$ cat src/rtl/peridot_phy_rxd_sampler_if.sv
// ============================================================================
// Module   : peridot_phy_rxd_sampler_if
// Brief    : Serial line input and Avalon-ST byte source of the UART RX PHY.
// Revision : 1.0 - initial release
// ============================================================================
`default_nettype none

interface peridot_phy_rxd_sampler_if;
  logic       rxd;
  logic       out_ready;
  logic       out_valid;
  logic [7:0] out_data;
  logic       out_error;
  logic       overrun;

  // master is the receiver PHY (byte source); slave is the line driver / consumer
  modport master (
    input  rxd,
    input  out_ready,
    output out_valid,
    output out_data,
    output out_error,
    output overrun
  );

  modport slave (
    output rxd,
    output out_ready,
    input  out_valid,
    input  out_data,
    input  out_error,
    input  overrun
  );
endinterface

`default_nettype wire

$ cat src/rtl/peridot_phy_rxd_sampler.sv
// ============================================================================
// Module   : peridot_phy_rxd_sampler
// Brief    : 8N1 UART receiver PHY, mid-bit sampling, Avalon-ST byte output.
// Revision : 1.0 - initial release
// ============================================================================
`default_nettype none

module peridot_phy_rxd_sampler #(
  parameter int CLOCK_FREQUENCY = 50000000,
  parameter int UART_BAUDRATE   = 115200
) (
  input  wire logic                      clk,
  input  wire logic                      reset_n,
  peridot_phy_rxd_sampler_if.master      bus
);

  localparam int          c_div_full     = CLOCK_FREQUENCY / UART_BAUDRATE - 1;
  localparam logic [11:0] c_clock_divnum = c_div_full[11:0];
  localparam logic [11:0] c_half_divnum  = c_clock_divnum >> 1;

  typedef enum logic [1:0] {
    ST_IDLE  = 2'd0,
    ST_START = 2'd1,
    ST_DATA  = 2'd2,
    ST_STOP  = 2'd3
  } state_t;

  state_t      r_state;
  logic        r_sync1;
  logic        r_rxd_s;
  logic        r_rxd_d;
  logic [11:0] r_divcount;
  logic [2:0]  r_bitcount;
  logic [7:0]  r_shift;
  logic        r_out_valid;
  logic [7:0]  r_out_data;
  logic        r_out_error;
  logic        r_overrun;

  logic        w_tick;
  logic        w_load;

  assign w_tick = (r_divcount == 12'd0);
  assign w_load = (r_state == ST_STOP) && w_tick;

  always_ff @(posedge clk) begin
    if (!reset_n) begin
      r_state     <= ST_IDLE;
      r_sync1     <= 1'b1;
      r_rxd_s     <= 1'b1;
      r_rxd_d     <= 1'b1;
      r_divcount  <= 12'd0;
      r_bitcount  <= 3'd0;
      r_shift     <= 8'h00;
      r_out_valid <= 1'b0;
      r_out_data  <= 8'h00;
      r_out_error <= 1'b0;
      r_overrun   <= 1'b0;
    end else begin
      r_sync1 <= bus.rxd;
      r_rxd_s <= r_sync1;
      r_rxd_d <= r_rxd_s;

      if ((r_state != ST_IDLE) && !w_tick) begin
        r_divcount <= r_divcount - 12'd1;
      end

      case (r_state)
        ST_IDLE: begin
          // only a high-to-low transition starts a frame, so a held break is ignored
          if (r_rxd_d && !r_rxd_s) begin
            r_divcount <= c_half_divnum;
            r_state    <= ST_START;
          end
        end
        ST_START: begin
          if (w_tick) begin
            if (!r_rxd_s) begin
              r_divcount <= c_clock_divnum;
              r_bitcount <= 3'd0;
              r_state    <= ST_DATA;
            end else begin
              r_state <= ST_IDLE;
            end
          end
        end
        ST_DATA: begin
          if (w_tick) begin
            r_shift    <= {r_rxd_s, r_shift[7:1]};
            r_divcount <= c_clock_divnum;
            if (r_bitcount == 3'd7) begin
              r_state <= ST_STOP;
            end else begin
              r_bitcount <= r_bitcount + 3'd1;
            end
          end
        end
        ST_STOP: begin
          if (w_tick) begin
            r_state <= ST_IDLE;
          end
        end
        default: r_state <= ST_IDLE;
      endcase

      // a load coinciding with a transfer replaces the delivered byte without overrun
      r_overrun <= w_load && r_out_valid && !bus.out_ready;
      if (w_load) begin
        r_out_data  <= r_shift;
        r_out_error <= ~r_rxd_s;
        r_out_valid <= 1'b1;
      end else if (r_out_valid && bus.out_ready) begin
        r_out_valid <= 1'b0;
      end
    end
  end

  assign bus.out_valid = r_out_valid;
  assign bus.out_data  = r_out_data;
  assign bus.out_error = r_out_error;
  assign bus.overrun   = r_overrun;

endmodule

`default_nettype wire
$ cat src/flat_wrapper.sv
// flat-port wrapper written by rule: the top's interface ports become plain ports
module peridot_phy_rxd_sampler_flat 
#(
  parameter int CLOCK_FREQUENCY = 50000000,
  parameter int UART_BAUDRATE   = 115200
)
  (clk, reset_n, bus_rxd, bus_out_ready, bus_out_valid, bus_out_data, bus_out_error, bus_overrun);
  peridot_phy_rxd_sampler_if bus_i ();
  input  wire logic clk;
  input  wire logic reset_n;
  input wire logic [$bits(bus_i.rxd)-1:0] bus_rxd;
  input wire logic [$bits(bus_i.out_ready)-1:0] bus_out_ready;
  output wire logic [$bits(bus_i.out_valid)-1:0] bus_out_valid;
  output wire logic [$bits(bus_i.out_data)-1:0] bus_out_data;
  output wire logic [$bits(bus_i.out_error)-1:0] bus_out_error;
  output wire logic [$bits(bus_i.overrun)-1:0] bus_overrun;
  assign bus_i.rxd = bus_rxd;
  assign bus_i.out_ready = bus_out_ready;
  assign bus_out_valid = bus_i.out_valid;
  assign bus_out_data = bus_i.out_data;
  assign bus_out_error = bus_i.out_error;
  assign bus_overrun = bus_i.overrun;
  peridot_phy_rxd_sampler #(.CLOCK_FREQUENCY(CLOCK_FREQUENCY), .UART_BAUDRATE(UART_BAUDRATE)) u_core (.clk(clk), .reset_n(reset_n), .bus(bus_i));
endmodule
$ cat config.mk
export PLATFORM = sky130hd
export DESIGN_NAME = peridot_phy_rxd_sampler_flat
export DESIGN_NICKNAME = d
export VERILOG_FILES = /design/src/rtl/peridot_phy_rxd_sampler_if.sv /design/src/rtl/peridot_phy_rxd_sampler.sv /design/src/flat_wrapper.sv
export SDC_FILE = /design/constraint.sdc
export NUM_CORES = 1
export LEC_CHECK = 0
export CAP_MARGIN = 30
export CORE_ASPECT_RATIO = 0.5
export CORE_MARGIN = 2
export CORE_UTILIZATION = 55
export DETAILED_ROUTE_END_ITERATION = 8
export GPL_TIMING_DRIVEN = 1
export PLACE_DENSITY = 0.76
export SLEW_MARGIN = 0
export SYNTH_ARGS = -nofsm -noshare
export SYNTH_HDL_FRONTEND = slang
export SYNTH_SLANG_ARGS = --single-unit
export TNS_END_PERCENT = 20
$ cat constraint.sdc
create_clock -name clk -period 2.3 [get_ports clk]
set_input_delay 0.345 -clock clk [delete_from_list [all_inputs] [get_ports clk]]
set_output_delay 0.345 -clock clk [all_outputs]
set_load 0.02 [all_outputs]
* Word-level counts from Yosys, hierarchy flattened
Index checks and enable logic that the tools add are counted.
** Cells by class
- Bitwise gates (word level) :: 1
- $add $sub $neg :: 2
- Equal/unequal tests :: 11
- Mux-type cells :: 20
- Reduce and logical (&&, ||, !) cells :: 17
** Operators with widths (number)
- 12-bit two-way mux :: 5
- 12-bit one-hot mux with 3 select lines :: 1
- 12-bit logical NOT :: 1
- 2-bit two-way mux :: 6
- 3-bit two-way mux :: 4
- 12-bit by 1-bit subtractor with 12-bit output (second input constant) :: 1
- 2-bit by 1-bit != test with 1-bit output (second input constant) :: 5
- 5-bit AND reduction :: 2
- 2-bit one-hot mux with 4 select lines :: 1
- 1-bit logical AND :: 6
- 3-bit one-hot mux with 2 select lines :: 1
- 2-bit nonzero test :: 3
- 2-bit == test (second input constant) :: 2
- 2-bit != test (second input constant) :: 2
- 3-bit by 1-bit adder with 3-bit output (second input constant) :: 1
- 3-bit == test (second input constant) :: 1
- 1-bit logical NOT :: 3
- 2-bit by 1-bit == test with 1-bit output (second input constant) :: 1
- 2-bit logical NOT :: 1
- 1-bit two-way mux :: 2
- 2-bit AND reduction :: 1
- 1-bit NOT :: 1
** Word-level totals
- Register bits after elaboration :: 39
- Output and inout bits :: 11

* Longest topological paths before layout
Gate-level depths: netlist of the first run.
- Depth after elaboration :: 7
- Mapped depth :: 7
- Gate-level depth less buffers :: 6

* Worst setup path before layout of the first run
OpenSTA, ideal clock, no wires.
- Path kind :: register to register
- Start :: reg u_core.r_divcount[0]
- End :: reg u_core.r_out_data[3], in the netlist u_core.bus.out_data[3]
- Slack :: 312 ps
- Cell stages (with the launch flop) :: 8
- Setup time :: 128 ps
- Required time :: 2172 ps
- Arrival :: 1860 ps
- Path buffers :: 1
- Cells stage by stage :: dfxtp_1 > inv_1 > ha_1 > or4b_4 > nor4_4 > buf_6 > mux2i_1 > nor2_1
** Between the ends
- Cells in the longest elaborated chain, start to end :: 2
** RTL lines
- start: declaration :: line peridot_phy_rxd_sampler.sv:32 : logic [11:0] r_divcount;
- start signal: assignment :: line peridot_phy_rxd_sampler.sv:65 : r_divcount <= r_divcount - 12'd1;
- start signal: assignment :: line peridot_phy_rxd_sampler.sv:72 : r_divcount <= c_half_divnum;
- start signal: assignment :: line peridot_phy_rxd_sampler.sv:79 : r_divcount <= c_clock_divnum;
- 12-bit logical NOT :: line peridot_phy_rxd_sampler.sv:43 : assign w_tick = (r_divcount == 12'd0);
- 1-bit logical AND :: line peridot_phy_rxd_sampler.sv:44 : assign w_load = (r_state == ST_STOP) && w_tick;
- end signal: assignment :: line peridot_phy_rxd_sampler.sv:109 : r_out_data <= r_shift;
- end: declaration :: line peridot_phy_rxd_sampler.sv:36 : logic [7:0] r_out_data;
Every way passes these cells.
A chain may end at the register's enable or synchronous reset.

* Worst setup path after layout of the first run
- Start :: reg u_core.r_divcount[0]
- End :: reg u_core.r_out_data[1], in the netlist u_core.bus.out_data[1]
The elaborated chain is that of the path after synthesis.

==> metrics.txt, run 1 <==
xor/xnor share of the synthesized area=0%; Max Cap Violations=0; Largest stage delay, worst path=500 ps; crit-path cells=inv_1 -> ha_1 -> or4b_4 -> nor4_4 -> buf_12 -> mux2i_1 -> nor2_1; port bufs=14; minimum clock period=2110 ps; most frequent cells in the layout=dfxtp_1, nor2_1, mux2i_1, clkdlybuf4s50_1; slew margin rel.=64.4%; final net count=217; P_leak=0.826 nW; ANT nets after route=0; layout cells sized above 1=13.3%; setup_tns=0 ps; worst slack, placed=190 ps; Final Wtd Congestion=0.873; initial core utilization=58.6%; number of CTS-inserted buffers=5; commonest non-fill, non-tap cell in the layout=dfxtp_1; total grt overflow=0; Ports=15; height of the die=44.4 µm; worst r2r src=u_core.r_divcount[0]; Via Count=1502; mux cell area share after synthesis=9.47%; critical path type=reg -> reg; Crit path required time=2470 ps; Power Total=1.57 mW; outcome=completed; post-CTS setup buffer count=0; Post-CTS Resized=0; Slew Viols, Final=0; Cell Area, Synth=0.00180 mm²; CTS Sinks=39; maximum fanout along the worst path=12; top-area cell type share of the netlist area=43.5%; first-pass GRT wire length=6170 µm; count of final hold-check violations=0; Syn. warnings=0; Slowest cell on crit path=or4b_4; min-delay src=u_core.r_sync1; die area=0.00377 mm²; Worst Setup End Kind=flip-flop; fin cells=250; DR iter-0 viols=78; Worst R2R Path Depth=7; CTS Buffer Depth=2; CP Data Arrival Time=2280 ps; area leader, netlist=dfxtp_1; drt wl/cell=15.0 µm; WHS=415 ps; Unique masters post-synth=42; Inserted Diodes=0; # setup viols final=0; Syn Nets=196; Seq cells post-synth=39; Area contributors post-synth=dfxtp_1, mux2i_1, nor2_1; complex-gate fraction of the synthesized area=15.3%; actual slew at the worst max-slew pin=527 ps; Mapped Avg Cell Area=9.56 µm²; clk_skew=12.1 ps; # DRC=0; WL final=3760 µm; Worst Hold Class=reg -> reg; Seq/Total Area, Yosys=43.5%; FF-to-FF End=u_core.bus.out_data[1]; Total GRT Usage=21.5%; largest family of logic cells by synthesized area=simple AND/OR/NAND/NOR gates; initial antenna violation count=0; Skew-Pair Late Insertion Delay=300 ps; DP HPWL=2640 µm; RSZ-0062 raised after global routing=no; Layout area overhead=18.9%; Post-Synthesis Cells=188; worst reg2reg setup slack=190 ps; Core ar.=0.00307 mm²; fin crit share=91.6%; CTS Root Cell=clkbuf_8; Cell Rows=14; die width=84.8 µm; Inst Count DP=242; Clock transition at path regs=80 ps; TritonCTS clock tree=yes; VDD IR-drop max=405 µV; Synth Area in Simple Gates=25.6%; H-tree levels=2; DR pass1 iterations=4; Pwr Density=734 mW/mm²; hold path cells=1; drt via density=6.01; number of global-route vias before repair=1337; Post-Synth Adder-Cell Area=2.79%; Hold Path End=u_core.r_rxd_s; startpoint class of the critical path=flip-flop; CTS Hold Bufs=0; largest net degree at the start of global routing=29; setup slack after layout=193 ps; Fmax=0.475 GHz
==> flip-flops by register name (all words and copies together) (netlist names), named ones only <==
register              flops
u_core.bus.out_data       8
u_core.bus.out_error      1
u_core.bus.out_valid      1
u_core.bus.overrun        1
u_core.r_bitcount         3
u_core.r_divcount        12
u_core.r_rxd_d            1
u_core.r_rxd_s            1
u_core.r_shift            8
u_core.r_state            1
u_core.r_sync1            1
==> Yosys cell counts, drive strengths merged <==
cell	count
a311oi	4
dfxtp	39
o2111ai	4
o221ai	1
nor3	5
nor4	2
nor4b	2
o211ai	2
or4	4
nand2	9
o31ai	5
nand3	5
nor2b	2
nand2b	5
o311a	1
o21a	2
a2111o	1
or2	3
clkbuf	6
nor2	25
a211oi	1
or3	4
nand4	5
inv	6
nor3b	2
and3	3
a31oi	1
buf	2
o21ai	3
mux2i	17
o2111a	1
a21oi	9
a41oi	2
ha	4
or4b	1
==> worst max-delay path: cells and delay by family (launching register included) <==
family / cells / cell delay, ps
simple gates: 3 / 890
buf+inv: 2 / 330
flops: 1 / 350
mux: 1 / 200
fa+ha+maj: 1 / 210
==> worst max-delay path by stage <==
| stage | start | endpoint | slack [ps] | cells after the start |
|---|---|---|---|---|
| final | u_core.r_divcount[0] | u_core.bus.out_data[1] | 190 | 7 |
| after floorplan | u_core.r_divcount[0] | u_core.bus.out_data[3] | 310 | 7 |
| after global routing | u_core.r_divcount[0] | u_core.bus.out_data[4] | 110 | 7 |
| after detailed placement | u_core.r_divcount[0] | u_core.bus.out_data[1] | 190 | 7 |
| after CTS | u_core.r_divcount[0] | u_core.bus.out_data[1] | 190 | 7 |
| after global placement | u_core.r_divcount[0] | u_core.bus.out_data[6] | 310 | 7 |
==> cell families after synthesis <==
kind of cell	count (synthesis)
muxes	17
DFF	39
adders and majority gates	4
and+or+nand+nor	77
buffers and inverters	14
AOI/OAI and AO/OA	37
==> layer usage <==
metal | GRT usage, % | vias to the layer above | wire length, µm
met4 | 7.62 | 0 | 36
met2 | 36.4 | 31 | 1760
met5 | 0 | - | 0
met1 | 27.2 | 725 | 1790
li1 | - | 741 | -
met3 | 6.16 | 5 | 167
==> stage by stage <==
stage | area, µm² | utilization [%]
6_report | 2140 | 69.7
5_1_grt | 2140 | 69.7
3_5_place_dp | 2020 | 65.9
3_3_place_gp | 2020 | 65.9
2_1_floorplan | 1800 | -
4_1_cts | 2140 | 69.7
==> area by class of cell <==
| class | count | area, µm² |
|---|---|---|
| inverter | 6 | 22.5 |
| tap | 40 | 50.0 |
| multi-input combinational | 135 | 955 |
| fill | 237 | 930 |
| clock buffer | 5 | 68.8 |
| timing repair buffer | 22 | 213 |
| sequential | 39 | 781 |
| clock inverter | 3 | 46.3 |
==> report_power, final <==
group          total [mW]  switching [mW]  leakage [nW]  internal (mW)
clock network       0.588           0.262        0.0548          0.327
logic               0.254           0.152         0.455          0.103
registers           0.724          0.0305         0.316          0.694
total                1.57           0.444         0.826           1.12
Note: power is estimated with default switching activity, not from simulation.
==> run 2, diff against run 1 <==
--- a/config.mk
+++ b/config.mk
@@ -7,11 +7,12 @@
 export LEC_CHECK = 0
 export CAP_MARGIN = 30
 export CORE_ASPECT_RATIO = 0.5
-export CORE_MARGIN = 2
+export CORE_MARGIN = 8
 export CORE_UTILIZATION = 55
 export DETAILED_ROUTE_END_ITERATION = 8
+export DONT_BUFFER_PORTS = 1
 export GPL_TIMING_DRIVEN = 1
-export PLACE_DENSITY = 0.76
+export PLACE_DENSITY = 0.7
 export SLEW_MARGIN = 0
 export SYNTH_ARGS = -nofsm -noshare
 export SYNTH_HDL_FRONTEND = slang
==> constraint.sdc (replaced) <==
create_clock -name clk -period 2.5 [get_ports clk]
set_input_delay 0.375 -clock clk [delete_from_list [all_inputs] [get_ports clk]]
set_output_delay 0.375 -clock clk [all_outputs]
set_load 0.02 [all_outputs]
==> run 2 against run 1 <==
Via count fell by 5.2%. Largest power group unchanged. Combinational power fell by 16%. Utilization fell by 5.9 points. Clock power fell by 7.5%. Total power fell by 9.1%. Critical path type unchanged. Hold slack got worse by 270 ps. Sequential share of layout area rose by 3.4 points. Clock skew fell by 4.5 ps.
==> metrics.txt, run 2 (synthesized netlist as in run 1, its figures left out) <==
startpoint class of the critical path=flip-flop; outcome=completed; DP HPWL=2520 µm; height of the die=56.4 µm; commonest non-fill, non-tap cell in the layout=dfxtp_1; slew margin rel.=59.3%; ANT nets after route=0; drt wl/cell=15.8 µm; Cell Rows=14; initial core utilization=58.6%; Slew Viols, Final=0; RSZ-0062 raised after global routing=no; largest net degree at the start of global routing=29; Slowest cell on crit path=or4b_4; H-tree levels=2; Fmax=0.467 GHz; FILL cells=246; Power Total=1.42 mW; Layout area overhead=8.77%; total grt overflow=0; crit-path cells=inv_1 -> ha_1 -> or4b_4 -> nor4_4 -> buf_4 -> mux2i_1 -> nor2_1; WHS=145 ps; Worst Hold Class=in -> reg; first-pass GRT wire length=6410 µm; Core ar.=0.00307 mm²; setup slack after layout=359 ps; register area=781 µm²; layout cells sized above 1=12.5%; TritonCTS clock tree=yes; CTS Root Cell=clkbuf_8; CP Data Arrival Time=2310 ps; Ports=15; Final Wtd Congestion=0.848; final net count=199; worst slack, placed=397 ps; Largest stage delay, worst path=500 ps; CTS Hold Bufs=0; actual slew at the worst max-slew pin=609 ps; post-CTS setup buffer count=0; Inserted Diodes=0; Total GRT Usage=14.0%; WL final=3680 µm; fin crit share=85.6%; count of final hold-check violations=0; maximum fanout along the worst path=12; minimum clock period=2140 ps; CTS Buffer Depth=2; CTS Sinks=39; drt via density=6.14; # setup viols final=0; DR iter-0 viols=115; port bufs=0; die width=96.8 µm; initial antenna violation count=0; Largest Register=u_core.r_divcount; final core occ=63.8%; Clock transition at path regs=90 ps; critical path type=reg -> reg; Worst Setup End Kind=flip-flop; Crit path required time=2670 ps; Largest register FFs=12; Max Cap Violations=0; Pwr Density=729 mW/mm²; VDD IR-drop max=554 µV; P_leak=0.759 nW; # DRC=0; number of global-route vias before repair=1378; clk_skew=7.60 ps; number of CTS-inserted buffers=5; most frequent cells in the layout=dfxtp_1, nor2_1, mux2i_1, nand2_1, a21oi_1; Post-CTS Resized=0; Skew-Pair Late Insertion Delay=300 ps; setup_tns=0 ps; Via Count=1424; die area=0.00546 mm²; DR pass1 iterations=4; multi-input logic area=955 µm²
## run 2: cell count changes in the layout (fill, tap and decap cells not counted), sizes merged
| cell | delta |
|---|---|
| clkinvlp | -1 |
| clkdlybuf4s50 | -14 |
| clkinv | +1 |
| buf | -4 |
## run 2: routing by layer
metal | global-route usage, % | vias up | wire, µm
li1 | - | 713 | -
met1 | 16.6 | 673 | 1770
met2 | 22.0 | 33 | 1610
met3 | 7.07 | 5 | 266
met4 | 3.25 | 0 | 31
met5 | 0 | - | 0
## run 2: layout make-up
type                            instances  share of cell area, %
Tap cell                               40                   2.56
Inverter                                6                   1.15
Multi-Input combinational cell        135                   48.8
Timing Repair Buffer                    4                   1.54
Clock buffer                            5                   3.52
Clock inverter                          3                   2.43
Sequential cell                        39                   39.9
## run 2: stage by stage
| step | instances | cell area [µm²] |
|---|---|---|
| after floorplan | 188 | 1800 |
| after global placement | 224 | 1840 |
| after detailed placement | 224 | 1840 |
| after CTS | 232 | 1950 |
| after global routing | 232 | 1950 |
| final | 232 | 1950 |
## run 2: path summary, 6_finish.rpt
kind | from | endpoint | slack (ps) | depth (start not counted)
min | reset_n | u_core.r_rxd_d | 150 | 1
max reg2reg | u_core.r_divcount[0] | u_core.bus.out_data[7] | 360 | 7
min reg2reg | u_core.r_sync1 | u_core.r_rxd_s | 410 | 1
max | u_core.r_divcount[0] | u_core.bus.out_data[7] | 360 | 7
## run 2: worst max-delay path, delay by kind of cell, from the launching register on
| family | cells | cell delay [ps] |
|---|---|---|
| simple gates | 3 | 830 |
| buf+inv | 2 | 410 |
| fa+ha+maj | 1 | 200 |
| flops | 1 | 360 |
| mux | 1 | 210 |
## run 2: power by group
part / internal [mW] / total (mW) / switching, mW
logic: 0.0833 / 0.214 / 0.131
registers: 0.638 / 0.666 / 0.0281
clock network: 0.303 / 0.544 / 0.241
total: 1.02 / 1.42 / 0.400
==> run 3, diff against run 2 <==
--- a/config.mk
+++ b/config.mk
@@ -13,6 +13,7 @@
 export DONT_BUFFER_PORTS = 1
 export GPL_TIMING_DRIVEN = 1
 export PLACE_DENSITY = 0.7
+export SKIP_CTS_REPAIR_TIMING = 1
 export SLEW_MARGIN = 0
 export SYNTH_ARGS = -nofsm -noshare
 export SYNTH_HDL_FRONTEND = slang
==> results of run 3 <==
Final layout, timing and power as in run 2 (identical DEF).
